[config.mk]
export PLATFORM = sky130hd
export DESIGN_NAME = cascade_counter
export DESIGN_NICKNAME = d
export VERILOG_FILES = /design/src/rtl/cascade_counter.sv
export SDC_FILE = /design/constraint.sdc
export NUM_CORES = 1
export LEC_CHECK = 0
export CAP_MARGIN = 10
export CORE_UTILIZATION = 30
export CTS_BUF_LIST = sky130_fd_sc_hd__clkbuf_2 sky130_fd_sc_hd__clkbuf_4 sky130_fd_sc_hd__clkbuf_8
export DETAILED_ROUTE_END_ITERATION = 10
export GPL_TIMING_DRIVEN = 0
export PLACE_DENSITY = 0.63
export SYNTH_ARGS = -nofsm -noshare
export SYNTH_HDL_FRONTEND = slang
export SYNTH_SLANG_ARGS = --single-unit
export TNS_END_PERCENT = 5
[constraint.sdc]
create_clock -name clk -period 3.07 [get_ports clk]
set_clock_uncertainty 0.05 [all_clocks]
set_input_delay 0.307 -clock clk [delete_from_list [all_inputs] [get_ports clk]]
set_output_delay 0.307 -clock clk [all_outputs]
set_load 0.005 [all_outputs]
[src/rtl/cascade_counter.sv]
// Multi-digit modulo-RADIX counter: DIGITS cascaded digits with up/down,
// clear, clamped parallel load, wrap/saturate at terminal count and sticky overflow.
module cascade_counter #(
  parameter int DIGITS   = 4,
  parameter int RADIX    = 10,
  parameter int DW       = $clog2(RADIX),
  parameter int SATURATE = 0
) (
  input  logic                 clk,
  input  logic                 reset,
  input  logic                 ena,
  input  logic                 dir,
  input  logic                 clr,
  input  logic                 load,
  input  logic [DIGITS*DW-1:0] load_val,
  output logic [DIGITS*DW-1:0] num,
  output logic                 carry,
  output logic                 ovf
);

  localparam logic [DW-1:0] DMAX = DW'(RADIX - 1);
  localparam logic [DW-1:0] DONE = DW'(1);

  logic [DIGITS*DW-1:0] num_q, num_d;
  logic                 ovf_q, ovf_d;
  logic [DIGITS:0]      t;
  logic                 terminal;

  // t[i] is high when every lower digit sits at its terminal value for the current direction
  always_comb begin
    t    = '0;
    t[0] = 1'b1;
    for (int unsigned i = 0; i < DIGITS; i++) begin
      t[i+1] = t[i] && (dir ? (num_q[i*DW +: DW] == '0)
                            : (num_q[i*DW +: DW] == DMAX));
    end
  end

  assign terminal = t[DIGITS];
  assign carry    = ena && !clr && !load && terminal;

  always_comb begin
    num_d = num_q;
    ovf_d = ovf_q;
    if (clr) begin
      num_d = '0;
      ovf_d = 1'b0;
    end else if (load) begin
      for (int unsigned i = 0; i < DIGITS; i++) begin
        num_d[i*DW +: DW] = (load_val[i*DW +: DW] > DMAX) ? DMAX : load_val[i*DW +: DW];
      end
      ovf_d = 1'b0;
    end else if (ena) begin
      if (carry) begin
        ovf_d = 1'b1;
      end
      // saturating instances freeze at terminal; otherwise every digit with t[i] steps
      if (!(terminal && (SATURATE != 0))) begin
        for (int unsigned i = 0; i < DIGITS; i++) begin
          if (t[i]) begin
            if (dir) begin
              num_d[i*DW +: DW] = (num_q[i*DW +: DW] == '0) ? DMAX
                                                            : num_q[i*DW +: DW] - DONE;
            end else begin
              num_d[i*DW +: DW] = (num_q[i*DW +: DW] == DMAX) ? '0
                                                              : num_q[i*DW +: DW] + DONE;
            end
          end
        end
      end
    end
  end

  always_ff @(posedge clk or posedge reset) begin
    if (reset) begin
      num_q <= '0;
      ovf_q <= 1'b0;
    end else begin
      num_q <= num_d;
      ovf_q <= ovf_d;
    end
  end

  assign num = num_q;
  assign ovf = ovf_q;

endmodule

* Word-level counts from Yosys, hierarchy flattened
Cells that the tools add are included.
W data, S select, Z words.
** Cells by class
- Equality and inequality tests :: 4
- Muxes and demuxes :: 30
- Reduce and logical (&&, ||, !) cells :: 21
- Magnitude comparators :: 4
- Add/subtract/negate cells :: 8
** Operators with widths (number)
- $mux W4 :: 19
- $mux W16 :: 3
- $add A4 B1 Y4 const B :: 4
- $eq A4 B4 Y1 const B :: 4
- $gt A4 B4 Y1 const B :: 4
- $logic_not A4 Y1 :: 4
- $sub A4 B1 Y4 const B :: 4
- $reduce_bool A3 Y1 :: 5
- $mux W1 :: 8
- $reduce_and A2 Y1 :: 4
- $logic_and A1 B1 Y1 :: 6
- $logic_not A1 Y1 :: 2
** Word-level totals
- Input bits :: 22
- Register bits after elaboration :: 17
- Logic and storage cells :: 72
- Output and inout port bits :: 18

* Longest topological paths before layout
- Depth in word-level cells :: 10
- Mapped depth :: 7
- Gate-level depth less buffers :: 7

* Worst setup path after synthesis
No wires, ideal clock.
- Path kind :: register to output
- Start point :: reg num_q[0], in the netlist num[0]
- End point :: out carry
- Setup slack :: 1.017 ns
- Arrival :: 1.696 ns
- Buffers on the path :: 0
- Cell stages (with the launch flop) :: 7
- Required time :: 2.713 ns
- Cells stage by stage :: dfrtp_1 > inv_1 > ha_1 > nand3b_1 > a221oi_4 > nand2_4 > nor4_1
** On the way
- Longest elaborated chain between the ends :: 6
** RTL lines
- start, declared :: line 24 : logic [DIGITS*DW-1:0] num_q, num_d;
- start signal, assigned :: line 79 : num_q <= num_d;
- $eq A4 B4 Y1 / $logic_not A4 Y1 (equally long branches) :: line 35, 34
- $mux W1 * :: line 34 : t[i+1] = t[i] && (dir ? (num_q[i*DW +: DW] == '0)
- $logic_and A1 B1 Y1 * (3 in series) :: line 34
- $logic_and A1 B1 Y1 * :: line 40 : assign carry = ena && !clr && !load && terminal;
- end, declared :: line 17 : output logic carry,
Mark *: on every way between the ends. The rest lies on a longest branch, timed or not.

* Worst setup path in the final report
- Start point :: reg num_q[1], in the netlist num[1]
- End point :: out carry
Same word-level chain as after synthesis.

==> impl_metrics.prom <==
# TYPE chip_impl_metric gauge
chip_impl_metric{name="post_detailed_placement_cell_area",unit="mm²"} 0.002207
chip_impl_metric{name="clock_power_share",unit="%"} 25.1
chip_impl_metric{name="power_leakage",unit="µW"} 0.0009371
chip_impl_metric{name="vias_in_the_first_global_route",unit=""} 1677
chip_impl_info{name="post-synth-top-area-cell",value="sky130_fd_sc_hd__dfrtp_1"} 1
chip_impl_metric{name="die_x",unit="µm"} 78.52
chip_impl_metric{name="pin_count_of_the_biggest_net_entering_global_routing",unit=""} 18
chip_impl_info{name="synthMostInstantiatedCell",value="sky130_fd_sc_hd__nor2_1"} 1
chip_impl_metric{name="total_power",unit="µW"} 719.8
chip_impl_metric{name="drv.max_cap_violation_count",unit=""} 0
chip_impl_metric{name="routed_wirelength",unit="µm"} 4785
chip_impl_metric{name="final_layout_size_suffix_gt1_share",unit="%"} 6.897
chip_impl_metric{name="fraction_of_the_mapped_netlist_area_in_adder_cells",unit="%"} 9.972
chip_impl_info{name="run_status",value="complete, no violations"} 1
chip_impl_metric{name="synth_xor_xnor_area_share",unit="%"} 1.496
chip_impl_metric{name="drt-wirelength-per-cell",unit="µm"} 14.37
chip_impl_metric{name="globalRouteOverflowTotal",unit=""} 0
chip_impl_metric{name="p_sw",unit="µW"} 245.7
chip_impl_info{name="grt_setup_unrepaired",value="no"} 1
chip_impl_info{name="clockRootBuffer",value="sky130_fd_sc_hd__clkbuf_8"} 1
chip_impl_metric{name="max_slew.worst_pin.slew",unit="ns"} 0.7039
chip_impl_metric{name="finalHoldViolCount",unit=""} 0
chip_impl_metric{name="synth-seq-cells",unit=""} 17
chip_impl_info{name="critical_path.endpoint_type",value="primary output"} 1
chip_impl_metric{name="clk_transition_reported_paths",unit="ns"} 0.07
chip_impl_metric{name="netlist_area",unit="mm²"} 0.001757
chip_impl_metric{name="timing.fmax",unit="MHz"} 341.9
chip_impl_metric{name="seq_area_frac_synth",unit="%"} 24.22
chip_impl_metric{name="final_min_period_over_clock_period",unit="%"} 95.28
chip_impl_metric{name="critical_path_fanout_max",unit=""} 7
chip_impl_metric{name="tritoncts.num_buffers",unit=""} 3
chip_impl_info{name="synth_top_cells_by_area",value="sky130_fd_sc_hd__dfrtp_1, sky130_fd_sc_hd__ha_1, sky130_fd_sc_hd__a21oi_1"} 1
chip_impl_metric{name="drc",unit=""} 0
chip_impl_metric{name="p_comb_share",unit="%"} 37.6
chip_impl_metric{name="synth_enable_flop_cells",unit=""} 0
chip_impl_metric{name="netSwitchingFraction",unit="%"} 34.13
chip_impl_metric{name="finish.instance_area",unit="mm²"} 0.002271
chip_impl_metric{name="initial_antenna_violation_count",unit=""} 0
chip_impl_metric{name="min_period",unit="ns"} 2.925
chip_impl_metric{name="vias_per_inst",unit=""} 5.544
chip_impl_metric{name="cp.required",unit="ns"} 2.71
chip_impl_metric{name="drtPass1Iterations",unit=""} 4
chip_impl_metric{name="core_region_area",unit="mm²"} 0.005574
chip_impl_metric{name="slew_viol_final",unit=""} 0
chip_impl_metric{name="max_slew_margin",unit="%"} 53.02
chip_impl_metric{name="design.final.nets",unit=""} 298
chip_impl_metric{name="clock_tree.htree_level_count",unit=""} 1
chip_impl_metric{name="io_buffers",unit=""} 36
chip_impl_info{name="min-delay-path-class",value="input port to asynchronous set/reset pin"} 1
chip_impl_info{name="worst_setup_path_start_kind",value="register"} 1
chip_impl_metric{name="cp.arrival",unit="ns"} 2.57
chip_impl_metric{name="fraction_of_synthesized_cell_area_taken_by_the_top_area_cell_type",unit="%"} 24.22
chip_impl_metric{name="ioPinCount",unit=""} 40
chip_impl_metric{name="syn-num-nets",unit=""} 256
chip_impl_metric{name="internal_power",unit="µW"} 474.1
chip_impl_info{name="main_synth_ff_type",value="sky130_fd_sc_hd__dfrtp_1"} 1
chip_impl_metric{name="fin_setup_tns",unit="ns"} 0
chip_impl_metric{name="tritoncts_num_sinks",unit=""} 17
chip_impl_metric{name="avgSynthCellArea",unit="µm²"} 7.985
chip_impl_metric{name="sequentialPowerShare",unit="%"} 37.3
chip_impl_metric{name="first_pass_grt_wire_length",unit="µm"} 8100
chip_impl_info{name="path_class",value="register to primary output"} 1
chip_impl_metric{name="synthDistinctLibCells",unit=""} 55
chip_impl_metric{name="dp.final_hpwl",unit="µm"} 3553
chip_impl_metric{name="ant_nets",unit=""} 0
chip_impl_info{name="combinational_family_with_the_most_area_after_synthesis",value="compound AO/OA/AOI/OAI gates"} 1
chip_impl_metric{name="globalRouteTotalUtil",unit="%"} 16.39
chip_impl_info{name="cts_tree",value="yes"} 1
chip_impl_metric{name="clk_latency",unit="ns"} 0.25
chip_impl_metric{name="synth-simple-area-share",unit="%"} 24.57
chip_impl_info{name="synth.top_cells.by_count",value="sky130_fd_sc_hd__nor2_1, sky130_fd_sc_hd__a21oi_1, sky130_fd_sc_hd__dfrtp_1"} 1
chip_impl_metric{name="cts-root-to-sink-buffers",unit=""} 2
chip_impl_metric{name="num_antenna_cells",unit=""} 0
chip_impl_metric{name="synth-async-reset-ratio",unit="%"} 100.0
chip_impl_metric{name="powerDensity",unit="mW/mm²"} 317.0
chip_impl_metric{name="initial_cell_density_of_the_core",unit="%"} 31.52
chip_impl_metric{name="vdd_drop_max",unit="µV"} 175.2
chip_impl_metric{name="yosys_warnings",unit=""} 0
chip_impl_metric{name="postSynthCellCount",unit=""} 220
chip_impl_metric{name="design.die.area",unit="mm²"} 0.006165
chip_impl_metric{name="place_congestion",unit=""} 0.8475
chip_impl_metric{name="final-setup-viol-count",unit=""} 0
chip_impl_metric{name="drt-initial-drc-count",unit=""} 105
chip_impl_metric{name="yosys-mux-area-fraction",unit="%"} 0.5698
chip_impl_metric{name="area_growth_syn_to_layout",unit="%"} 29.27
chip_impl_metric{name="core.rowCount",unit=""} 27
chip_impl_metric{name="floorplan.die.height",unit="µm"} 78.52
chip_impl_metric{name="route.vias.total",unit=""} 1846
chip_impl_metric{name="synth_compound_area_share",unit="%"} 32.12
==> worst max-delay path, stage by stage (launching register included) <==
cell                              delay [ns]
sky130_fd_sc_hd__dfrtp_1                0.45
sky130_fd_sc_hd__inv_1                  0.15
sky130_fd_sc_hd__ha_1                   0.24
sky130_fd_sc_hd__nand3b_1               0.18
sky130_fd_sc_hd__a221oi_4               0.38
sky130_fd_sc_hd__nand2_4                0.11
sky130_fd_sc_hd__nor4_1                 0.25
sky130_fd_sc_hd__clkdlybuf4s50_1        0.55
==> final timing paths <==
path | startpoint | endpoint | slack (ns) | cells after the start
min reg2reg | ovf | ovf | 0.48 | 1
max | num[1] | carry | 0.15 | 7
max reg2reg | num[1] | num[13] | 0.81 | 8
max in group asynchronous | reset | num[0] | 2.07 | 2
min | reset | num[8] | 0.41 | 2
min in group clk | ovf | ovf | 0.48 | 1
==> power by group through the flow <==
stage / combinational, µW / clock, µW / sequential (µW)
2_1_floorplan: 172 / 0 / 267
3_3_place_gp: 268 / 0 / 273
3_5_place_dp: 269 / 0 / 273
4_1_cts: 271 / 184 / 268
5_1_grt: 304 / 195 / 273
6_report: 271 / 180 / 269
==> kinds of logic after synthesis <==
kind of cell	Yosys count
XOR/XNOR	3
AND/OR/NAND/NOR	77
AO/OA/AOI/OAI	77
multiplexers	1
buffers and inverters	31
flip-flops	17
adder cells (fa/ha/maj)	14
==> placed cells by master, fill, tap and decap left out, types with 3 or more instances in the layout <==
cell / count
sky130_fd_sc_hd__nor4_1: 3
sky130_fd_sc_hd__nand3_1: 8
sky130_fd_sc_hd__nor2_1: 22
sky130_fd_sc_hd__a221oi_1: 7
sky130_fd_sc_hd__inv_1: 16
sky130_fd_sc_hd__xnor2_1: 3
sky130_fd_sc_hd__buf_2: 3
sky130_fd_sc_hd__a21oi_1: 20
sky130_fd_sc_hd__clkbuf_1: 8
sky130_fd_sc_hd__a31oi_1: 4
sky130_fd_sc_hd__clkbuf_8: 3
sky130_fd_sc_hd__a22oi_1: 3
sky130_fd_sc_hd__o21bai_1: 3
sky130_fd_sc_hd__ha_1: 14
sky130_fd_sc_hd__nand3b_1: 6
sky130_fd_sc_hd__o21ai_0: 9
sky130_fd_sc_hd__nand2_1: 10
sky130_fd_sc_hd__nand2b_1: 4
sky130_fd_sc_hd__nor3_1: 8
sky130_fd_sc_hd__clkdlybuf4s50_1: 36
sky130_fd_sc_hd__a211oi_1: 7
sky130_fd_sc_hd__dfrtp_1: 16
==> state kept, by name, indices dropped and copies added (netlist names) <==
register  flops
num          16
ovf           1
==> per-layer routing <==
| layer | share of wire, % | track usage, % | vias up |
|---|---|---|---|
| li1 | - | - | 908 |
| met1 | 46 | 22.53 | 882 |
| met2 | 47 | 26.61 | 49 |
| met3 | 5.5 | 2.209 | 7 |
| met4 | 1.1 | 4.444 | 0 |
| met5 | 0 | 0 | - |
==> final cells by class <==
cell class | count | area, µm²
fill | 591 | 3303
sequential | 17 | 426.7
multi-input combinational | 172 | 1214
inverter | 17 | 63.81
timing repair buffer | 37 | 367.9
buffer | 14 | 60.06
tap | 72 | 90.09
clock buffer | 4 | 48.80
==> what timing repair did <==
action                                  CTS  global route
buffers inserted                          1             0
hold buffers                              0             0
pin swaps                                 1             1
endpoints found under the setup margin    1             1
gates resized for setup                   0             2
==> through the flow <==
stage | util (%) | worst slack, ns | std cells | hold slack [ns]
2_1_floorplan | - | 1.017 | 220 | 0.1831
3_3_place_gp | 39.60 | 0.1580 | 328 | 0.4636
3_5_place_dp | 39.60 | 0.1449 | 328 | 0.4656
4_1_cts | 40.61 | 0.07741 | 333 | 0.4446
5_1_grt | 40.74 | 0.002396 | 333 | 0.5057
6_report | 40.74 | 0.1450 | 333 | 0.4057
Note: power is estimated with default switching activity, not from simulation.
